`src/rtl/vga_sp_pkg.sv`:
```
// Shared superpixel / VGA RAM geometry and the
// reader FSM encoding.
package vga_sp_pkg;

  localparam int SPIXEL_X_WIDTH = 6;
  localparam int SPIXEL_Y_WIDTH = 6;
  localparam int SPIXEL_X_MAX   = 63;
  localparam int SPIXEL_Y_MAX   = 47;
  localparam int SPIXEL_SIZE    = 10;
  localparam int PIXEL_X_RES    = 640;
  localparam int VGA_ADDR_WIDTH = 19;
  localparam int COLOR_ID_WIDTH = 8;

  typedef logic [SPIXEL_X_WIDTH-1:0] spx_t;
  typedef logic [SPIXEL_Y_WIDTH-1:0] spy_t;
  typedef logic [VGA_ADDR_WIDTH-1:0] addr_t;
  typedef logic [COLOR_ID_WIDTH-1:0] color_t;

  typedef enum logic [2:0] {
    ST_IDLE,
    ST_ISSUE,
    ST_WAIT,
    ST_OUT,
    ST_DONE
  } rd_state_t;

  function automatic spx_t clamp_x(input spx_t v);
    if (int'(v) > SPIXEL_X_MAX)
      return spx_t'(SPIXEL_X_MAX);
    return v;
  endfunction

  function automatic spy_t clamp_y(input spy_t v);
    if (int'(v) > SPIXEL_Y_MAX)
      return spy_t'(SPIXEL_Y_MAX);
    return v;
  endfunction

endpackage

```
`src/rtl/read_rectangle_sp_if.sv`:
```
// Request, output stream and RAM read port of
// the superpixel rectangle reader.
interface read_rectangle_sp_if;

  vga_sp_pkg::spx_t   x0;
  vga_sp_pkg::spy_t   y0;
  vga_sp_pkg::spx_t   x1;
  vga_sp_pkg::spy_t   y1;
  logic               istart;
  logic               obusy;
  vga_sp_pkg::color_t odata;
  logic               odata_vld;
  logic               iready;
  logic               olast;
  logic               odone;
  vga_sp_pkg::addr_t  oaddr;
  logic               ord;
  vga_sp_pkg::color_t irdata;

  modport slave (
    input  x0, y0, x1, y1, istart,
    input  iready, irdata,
    output obusy, odata, odata_vld,
    output olast, odone, oaddr, ord
  );

  modport master (
    output x0, y0, x1, y1, istart,
    output iready, irdata,
    input  obusy, odata, odata_vld,
    input  olast, odone, oaddr, ord
  );

endinterface

```
`src/rtl/spixel2addr.sv`:
```
// Superpixel (cx,cy) to linear VGA RAM address
// of its top-left physical pixel.
module spixel2addr
  import vga_sp_pkg::*;
(
  input  spx_t  i_cx,
  input  spy_t  i_cy,
  output addr_t o_addr
);

  addr_t w_cx;
  addr_t w_cy;
  addr_t w_px;
  addr_t w_py;

  assign w_cx = addr_t'(i_cx);
  assign w_cy = addr_t'(i_cy);

  // x10 as x8 + x2, x640 as x512 + x128
  assign w_px = (w_cx << 3) + (w_cx << 1);
  assign w_py = (w_cy << 3) + (w_cy << 1);

  assign o_addr = (w_py << 9) + (w_py << 7) + w_px;

endmodule

```
`src/rtl/read_rectangle_sp.sv`:
```
// Walks a superpixel rectangle in raster order and
// streams one RAM sample per superpixel.
module read_rectangle_sp
  import vga_sp_pkg::*;
#(
  parameter int RD_LATENCY = 1
) (
  input  logic               clk,
  input  logic               rst,
  read_rectangle_sp_if.slave bus
);

  localparam logic [1:0] LAT_M1 =
    2'(RD_LATENCY - 1);

  rd_state_t r_state;
  rd_state_t w_state;
  spx_t      r_xs, r_xe, r_cx;
  spx_t      w_xs, w_xe, w_cx;
  spy_t      r_ys, r_ye, r_cy;
  spy_t      w_ys, w_ye, w_cy;
  logic [1:0] r_wcnt, w_wcnt;
  color_t    r_data, w_data;

  spx_t  w_x0c, w_x1c;
  spy_t  w_y0c, w_y1c;
  logic  w_last;
  logic  w_vld;
  logic  w_ord;
  addr_t w_addr;

  assign w_x0c = clamp_x(bus.x0);
  assign w_x1c = clamp_x(bus.x1);
  assign w_y0c = clamp_y(bus.y0);
  assign w_y1c = clamp_y(bus.y1);

  assign w_last = (r_cx == r_xe) &&
                  (r_cy == r_ye);

  spixel2addr u_addr (
    .i_cx   (r_cx),
    .i_cy   (r_cy),
    .o_addr (w_addr)
  );

  // state, cursor, corners and sample registers
  always_ff @(posedge clk or posedge rst) begin
    if (rst) begin
      r_state <= ST_IDLE;
      r_xs    <= '0;
      r_xe    <= '0;
      r_ys    <= '0;
      r_ye    <= '0;
      r_cx    <= '0;
      r_cy    <= '0;
      r_wcnt  <= '0;
      r_data  <= '0;
    end else begin
      r_state <= w_state;
      r_xs    <= w_xs;
      r_xe    <= w_xe;
      r_ys    <= w_ys;
      r_ye    <= w_ye;
      r_cx    <= w_cx;
      r_cy    <= w_cy;
      r_wcnt  <= w_wcnt;
      r_data  <= w_data;
    end
  end

  // next state and raster walk
  always_comb begin
    w_state = r_state;
    w_xs    = r_xs;
    w_xe    = r_xe;
    w_ys    = r_ys;
    w_ye    = r_ye;
    w_cx    = r_cx;
    w_cy    = r_cy;
    w_wcnt  = r_wcnt;
    w_data  = r_data;
    unique case (r_state)
      ST_IDLE: begin
        if (bus.istart) begin
          w_xs = (w_x0c < w_x1c) ? w_x0c : w_x1c;
          w_xe = (w_x0c < w_x1c) ? w_x1c : w_x0c;
          w_ys = (w_y0c < w_y1c) ? w_y0c : w_y1c;
          w_ye = (w_y0c < w_y1c) ? w_y1c : w_y0c;
          w_cx = w_xs;
          w_cy = w_ys;
          w_state = ST_ISSUE;
        end
      end
      ST_ISSUE: begin
        w_wcnt  = '0;
        w_state = ST_WAIT;
      end
      ST_WAIT: begin
        if (r_wcnt == LAT_M1) begin
          w_data  = bus.irdata;
          w_state = ST_OUT;
        end else begin
          w_wcnt = r_wcnt + 2'd1;
        end
      end
      ST_OUT: begin
        if (bus.iready) begin
          if (w_last) begin
            w_state = ST_DONE;
          end else begin
            if (r_cx == r_xe) begin
              w_cx = r_xs;
              w_cy = r_cy + spy_t'(1);
            end else begin
              w_cx = r_cx + spx_t'(1);
            end
            w_state = ST_ISSUE;
          end
        end
      end
      ST_DONE: w_state = ST_IDLE;
      default: w_state = ST_IDLE;
    endcase
  end

  // outputs decoded from the registered state
  always_comb begin
    w_vld = (r_state == ST_OUT);
    w_ord = (r_state == ST_ISSUE);
    bus.ord       = w_ord;
    bus.oaddr     = w_ord ? w_addr : '0;
    bus.odata_vld = w_vld;
    bus.odata     = w_vld ? r_data : '0;
    bus.olast     = w_vld & w_last;
    bus.odone     = (r_state == ST_DONE);
    bus.obusy     = (r_state == ST_ISSUE) ||
                    (r_state == ST_WAIT)  ||
                    (r_state == ST_OUT);
  end

endmodule

```
`src/flat_wrapper.sv`:
```
// flat-port wrapper written by rule: the top's interface ports become plain ports
module read_rectangle_sp_flat import vga_sp_pkg::*;
#(
  parameter int RD_LATENCY = 1
)
  (clk, rst, bus_x0, bus_y0, bus_x1, bus_y1, bus_istart, bus_iready, bus_irdata, bus_obusy, bus_odata, bus_odata_vld, bus_olast, bus_odone, bus_oaddr, bus_ord);
  read_rectangle_sp_if bus_i ();
  input  logic clk;
  input  logic rst;
  input wire logic [$bits(bus_i.x0)-1:0] bus_x0;
  input wire logic [$bits(bus_i.y0)-1:0] bus_y0;
  input wire logic [$bits(bus_i.x1)-1:0] bus_x1;
  input wire logic [$bits(bus_i.y1)-1:0] bus_y1;
  input wire logic [$bits(bus_i.istart)-1:0] bus_istart;
  input wire logic [$bits(bus_i.iready)-1:0] bus_iready;
  input wire logic [$bits(bus_i.irdata)-1:0] bus_irdata;
  output wire logic [$bits(bus_i.obusy)-1:0] bus_obusy;
  output wire logic [$bits(bus_i.odata)-1:0] bus_odata;
  output wire logic [$bits(bus_i.odata_vld)-1:0] bus_odata_vld;
  output wire logic [$bits(bus_i.olast)-1:0] bus_olast;
  output wire logic [$bits(bus_i.odone)-1:0] bus_odone;
  output wire logic [$bits(bus_i.oaddr)-1:0] bus_oaddr;
  output wire logic [$bits(bus_i.ord)-1:0] bus_ord;
  assign bus_i.x0 = bus_x0;
  assign bus_i.y0 = bus_y0;
  assign bus_i.x1 = bus_x1;
  assign bus_i.y1 = bus_y1;
  assign bus_i.istart = bus_istart;
  assign bus_i.iready = bus_iready;
  assign bus_i.irdata = bus_irdata;
  assign bus_obusy = bus_i.obusy;
  assign bus_odata = bus_i.odata;
  assign bus_odata_vld = bus_i.odata_vld;
  assign bus_olast = bus_i.olast;
  assign bus_odone = bus_i.odone;
  assign bus_oaddr = bus_i.oaddr;
  assign bus_ord = bus_i.ord;
  read_rectangle_sp #(.RD_LATENCY(RD_LATENCY)) u_core (.clk(clk), .rst(rst), .bus(bus_i));
endmodule
```
`config.mk`:
```
export PLATFORM = sky130hd
export DESIGN_NAME = read_rectangle_sp_flat
export DESIGN_NICKNAME = d
export VERILOG_FILES = /design/src/rtl/vga_sp_pkg.sv /design/src/rtl/read_rectangle_sp_if.sv /design/src/rtl/spixel2addr.sv /design/src/rtl/read_rectangle_sp.sv /design/src/flat_wrapper.sv
export SDC_FILE = /design/constraint.sdc
export NUM_CORES = 1
export LEC_CHECK = 0
export CORE_MARGIN = 4
export CORE_UTILIZATION = 50
export CTS_BUF_LIST = sky130_fd_sc_hd__clkbuf_4
export DETAILED_ROUTE_END_ITERATION = 7
export HOLD_SLACK_MARGIN = 0.15
export PLACE_DENSITY_LB_ADDON = 0.2
export RECOVER_POWER = 100
export SYNTH_ARGS = -nofsm -noshare
export SYNTH_HDL_FRONTEND = slang
export SYNTH_HIERARCHICAL = 1
export SYNTH_SLANG_ARGS = --single-unit
```
`constraint.sdc`:
```
create_clock -name clk -period 3.08 [get_ports clk]
set_input_delay 0.462 -clock clk [delete_from_list [all_inputs] [get_ports clk]]
set_output_delay 0.462 -clock clk [all_outputs]
set_load 0.005 [all_outputs]
```
# Word level (Yosys, flattened, before mapping)
# Cells that the tools add are included.
dict set report classes {
  reduce_logical 13
  n_lt_le_gt_ge 4
  mux 29
  n_eq_ne 12
  addsub 7
  n_bitwise 1
}
# cell count
set op_table {}
lappend op_table {{$mux 6} 16}
lappend op_table {{$pmux 6 s2} 2}
lappend op_table {{$add 9x7->10} 2}
lappend op_table {{$add 19x10->19} 1}
lappend op_table {{$add 19x19->19} 1}
lappend op_table {{$mux 19} 1}
lappend op_table {{$add 6x1->6 const B} 2}
lappend op_table {{$eq 6x6->1} 2}
lappend op_table {{$gt 6x6->1 const B} 2}
lappend op_table {{$lt 6x6->1} 2}
lappend op_table {{$mux 3} 4}
lappend op_table {{$pmux 3 s4} 1}
lappend op_table {{$mux 8} 1}
lappend op_table {{$ne 2x2->1 const B} 4}
lappend op_table {{$eq 3x2->1 const B} 2}
lappend op_table {{$reduce_and 2->1} 3}
lappend op_table {{$reduce_and 5->1} 1}
lappend op_table {{$ne 2x1->1 const B} 2}
lappend op_table {{$pmux 2 s2} 1}
lappend op_table {{$reduce_and 4->1} 1}
lappend op_table {{$reduce_bool 2->1} 2}
lappend op_table {{$eq 3x1->1 const B} 1}
lappend op_table {{$eq 3x3->1 const B} 1}
lappend op_table {{$logic_not 3->1} 1}
lappend op_table {{8 further kinds} 10}
dict set report word_totals {
  regBits 43
  inputBits 36
}

# Longest topological paths before layout
dict set report depth {
  word_depth 7
  ltp_mapped 13
  mapped_depth_nobuf 13
}

# By module
# Netlist, hierarchy kept.
# mod cells_per_inst area_per_inst_um2 n_inst
set modules_own_cells {}
lappend modules_own_cells {read_rectangle_sp 333 2939.1 1}
lappend modules_own_cells {spixel2addr 107 829.5 1}

# Worst setup path before layout
# OpenSTA, ideal clock, no wires.
dict set report synth_timing {
  path_type {register to output}
  startpoint {register u_core.r_cy[0]}
  endpoint {output bus_oaddr[18]}
  path_stages_with_launch 12
  t_required_ps 2618
  arrival_ps 2866
  slack_ps -248
  n_path_buf 0
  cell_sequence {dfrtp_1 ha_1 fa_1 xor2_1 ha_1 and3_1 nand3_1 or3b_1 a311oi_2 o21ai_1 xnor2_1 and2_1}
}
dict set report synth_via {
  elab_chain_cells 4
}
# element line_no
set synth_rtl {}
lappend synth_rtl {{start: declaration} read_rectangle_sp.sv:20} ;# spy_t r_ys, r_ye, r_cy;
lappend synth_rtl {{start signal: assignment} read_rectangle_sp.sv:65} ;# r_cy <= w_cy;
lappend synth_rtl {{$add 9x7->10} spixel2addr.sv:21} ;# assign w_py = (w_cy << 3) + (w_cy << 1);
lappend synth_rtl {{$add 19x19->19} spixel2addr.sv:23} ;# assign o_addr = (w_py << 9) + (w_py << 7) + w_px;
lappend synth_rtl {{$add 19x10->19} spixel2addr.sv:23}
lappend synth_rtl {{named net u_core.w_addr[18]} read_rectangle_sp.sv:30} ;# addr_t w_addr;
lappend synth_rtl {{$mux 19} read_rectangle_sp.sv:131} ;# bus.oaddr = w_ord ? w_addr : '0;
lappend synth_rtl {{end: declaration} flat_wrapper.sv:22} ;# output wire logic [$bits(bus_i.oaddr)-1:0] bus_oaddr;
# The timed path passes the listed nets, and every way through them passes these cells.

# Worst setup path in the final report
dict set report layout_timing {
  startpoint {register u_core.r_cy[1]}
  endpoint {output bus_oaddr[18]}
}
# The elaborated chain is that of the path after synthesis.

==> qor.yml <==
drive_gt1_frac: 0.244
antenna_found_initial: 0
syn_inst: 440
initial_utilization: 0.517
worst_pin_slew_ns: 1.31
drv_slew: 0
synth_ff_type: "dfrtp_1"
crit_type: "reg -> out"
clock-sinks: 43
syn_avg_cell_area_um2: 8.57
fp.dieArea_um2: 8990
die_h_um: 94.8
fin_area_um2: 5160
path_max_fanout: 2
hp-class: "reg -> reg"
synth_nets: 507
drtIter0Drc: 160
ys_seq_area_frac: 0.286
grt_remaining_overflow: 0
io_buffer_count: 66
synth.area.top_cells: "dfrtp_1 29%, ha_1 9.6%, xnor2_1 5.3%, o21ai_0 5.0%, mux2i_1 4.8%"
wire_per_inst_um: 13.9
finalHoldViolCount: 0
cp_data_arrival_time_ns: 3.27
grt_use_total: 0.205
finalCriticalPeriod_ns: 3.73
max_cap_violations: 0
core_area_um2: 7290
path_clk_slew_ns: 0.13
rsz0062_at_grt: "true"
place.gp.congestion: 0.828
synthDistinctLibCells: 63
synth_top_cell_by_area: "dfrtp_1"
synth_area_um2: 3770
required_ns: 2.62
placed_cell_area_um2: 4760
antenna_cells: 0
num_rows: 31
max_freq_ghz: 0.268
drc: 0
drt-vias-per-instance: 5.38
cts_tree: "built"
setup_violations: 6
grt_max_degree: 44
ios: 68
setup_ws_ns: -0.650
yosys.area.top_type_share: 0.286
cp-end-kind: "primary output"
synth-seq-cells: 43
grt_pass1_vias: 3364
vias: 3511
min_period_over_period: 1.21
post-place-ws_ns: -0.620
die_w_um: 94.8
cts.path.max_buffers: 2
layout_commonest_cell: "clkdlybuf4s50_1"
wl_mm: 9.10
status: "finished, violations left"
dp.final_hpwl_mm: 6.68
area_growth_pct: 36.9
synth_edf_count: 0
ys_warn_count: 6
violations: "setup timing"
final_util: 0.707
grt_first_pass_wirelength_mm: 15.0
fin_skew_ns: 0.0148
layout_common_cells: "52 x clkdlybuf4s50_1, 51 x buf_4, 41 x dfrtp_1"
cts_made_buffers: 5
relSlewSlack: 0.123
startpoint_type: "register"
htreeDepth: 2
async_reset_ff_frac: 1.00
insertion_delay_ns: 0.35
antenna_left: 0
root_buffer: "clkbuf_4"
finalNetCount: 620
first_pass_iters: 4
fillers: 599
-- flip-flops by register name, indices dropped and copies added, names as in the netlist --
name            count
u_core/r_xs         6
u_core/r_data       8
u_core/r_ye         6
u_core/r_cy         6
u_core/r_wcnt       2
u_core/r_xe         6
u_core/r_cx         6
u_core/r_state      3
-- critical path, cell delays in order (launching register included) --
cell	delay, ns
dfrtp_2	0.44
ha_1	0.31
a21o_1	0.20
a21oi_2	0.18
xnor2_2	0.09
ha_1	0.30
and3_1	0.14
nand3_1	0.09
or3b_4	0.40
a311oi_4	0.32
o21ai_2	0.09
xnor2_1	0.12
and2_1	0.13
buf_2	0.12
-- through the flow --
step	setup TNS, ns	cells	hold WS, ns
global placement	-2.32	628	0.463
finish	-3.20	653	0.495
CTS	-3.49	648	0.501
detailed placement	-2.58	628	0.471
floorplan	-0.186	440	0.445
global route	-5.85	653	0.541
-- cell type report --
| type | instances | area, um2 | share of cell area |
|---|---|---|---|
| clock buffer | 5 | 37.5 | 0.00728 |
| clock inverter | 3 | 15.0 | 0.00291 |
| inverter | 26 | 98.8 | 0.0192 |
| multi-input combinational | 351 | 2700 | 0.523 |
| sequential | 43 | 1080 | 0.209 |
| tap | 99 | 124 | 0.0240 |
| timing repair buffer | 126 | 1110 | 0.215 |
-- routing by layer --
layer  share of wire  vias up  wire length, um  GRT usage
met5               0        -                0          0
met4           0.020        0              182     0.0553
met3           0.049       18              442     0.0215
met2            0.52       89             4700      0.377
met1            0.41     1648             3770      0.252
li1                -     1756                -          -
-- kinds of logic (layout without fill, tap and decap cells) --
family	count (synthesis)	in the layout	synth area share
multiplexers	28	28	0.0787
flip-flops	43	43	0.286
adder cells (fa/ha/maj)	31	31	0.107
AO/OA/AOI/OAI	114	114	0.194
other	1	1	0.000995
buffers and inverters	46	160	0.0581
XOR/XNOR	34	34	0.0830
AND/OR/NAND/NOR	143	143	0.193
-- cell usage after synthesis (2+ instances only) --
library cell and number:
nor2_1 34, xor2_1 9, nor2b_1 3, buf_6 3
inv_1 25, a21o_1 8, a21oi_2 2, a21oi_1 32
ha_1 29, buf_4 5, nand3_1 7, nor4_1 2
mux2_2 9, nor3_1 6, clkbuf_1 9, nand2_1 40
buf_2 2, o21bai_1 3, o21ai_0 38, xnor2_2 2
a31oi_1 6, mux2i_1 18, o211ai_1 2, o22a_1 6
a221o_1 2, xnor2_1 23, nand2b_1 4, and2_1 28
dfrtp_1 43, fa_1 2, and3_1 5, and3_2 2
-- what timing repair did --
item / 4_1_cts / 5_1_grt
pin swaps: 23 / 30
hold buffers: 0 / 0
endpoints found under the setup margin: 9 / 11
gates resized for setup: 47 / 29
setup buffers: 13 / 5
-- final timing paths --
| check | from | slack, ns | cells past startpoint | endpoint |
|---|---|---|---|---|
| min reg2reg | u_core/r_wcnt[0]$_DFFE_PP0P_ | 0.50 | 2 | u_core/r_wcnt[0]$_DFFE_PP0P_ |
| min in group asynchronous | rst | 0.89 | 3 | u_core/r_wcnt[1]$_DFFE_PP0P_ |
| max in group asynchronous | rst | 1.51 | 3 | u_core/r_cy[0]$_DFFE_PP0P_ |
| max | u_core/r_cy[1]$_DFFE_PP0P_ | -0.65 | 13 | bus_oaddr[18] |
| max reg2reg | u_core/r_cx[0]$_DFFE_PP0P_ | 0.40 | 7 | u_core/r_cy[0]$_DFFE_PP0P_ |
| min | u_core/r_wcnt[0]$_DFFE_PP0P_ | 0.50 | 2 | u_core/r_wcnt[0]$_DFFE_PP0P_ |
Power is not shown: default switching activity piles up to over one toggle a cycle in this logic, so the estimate is an artifact.
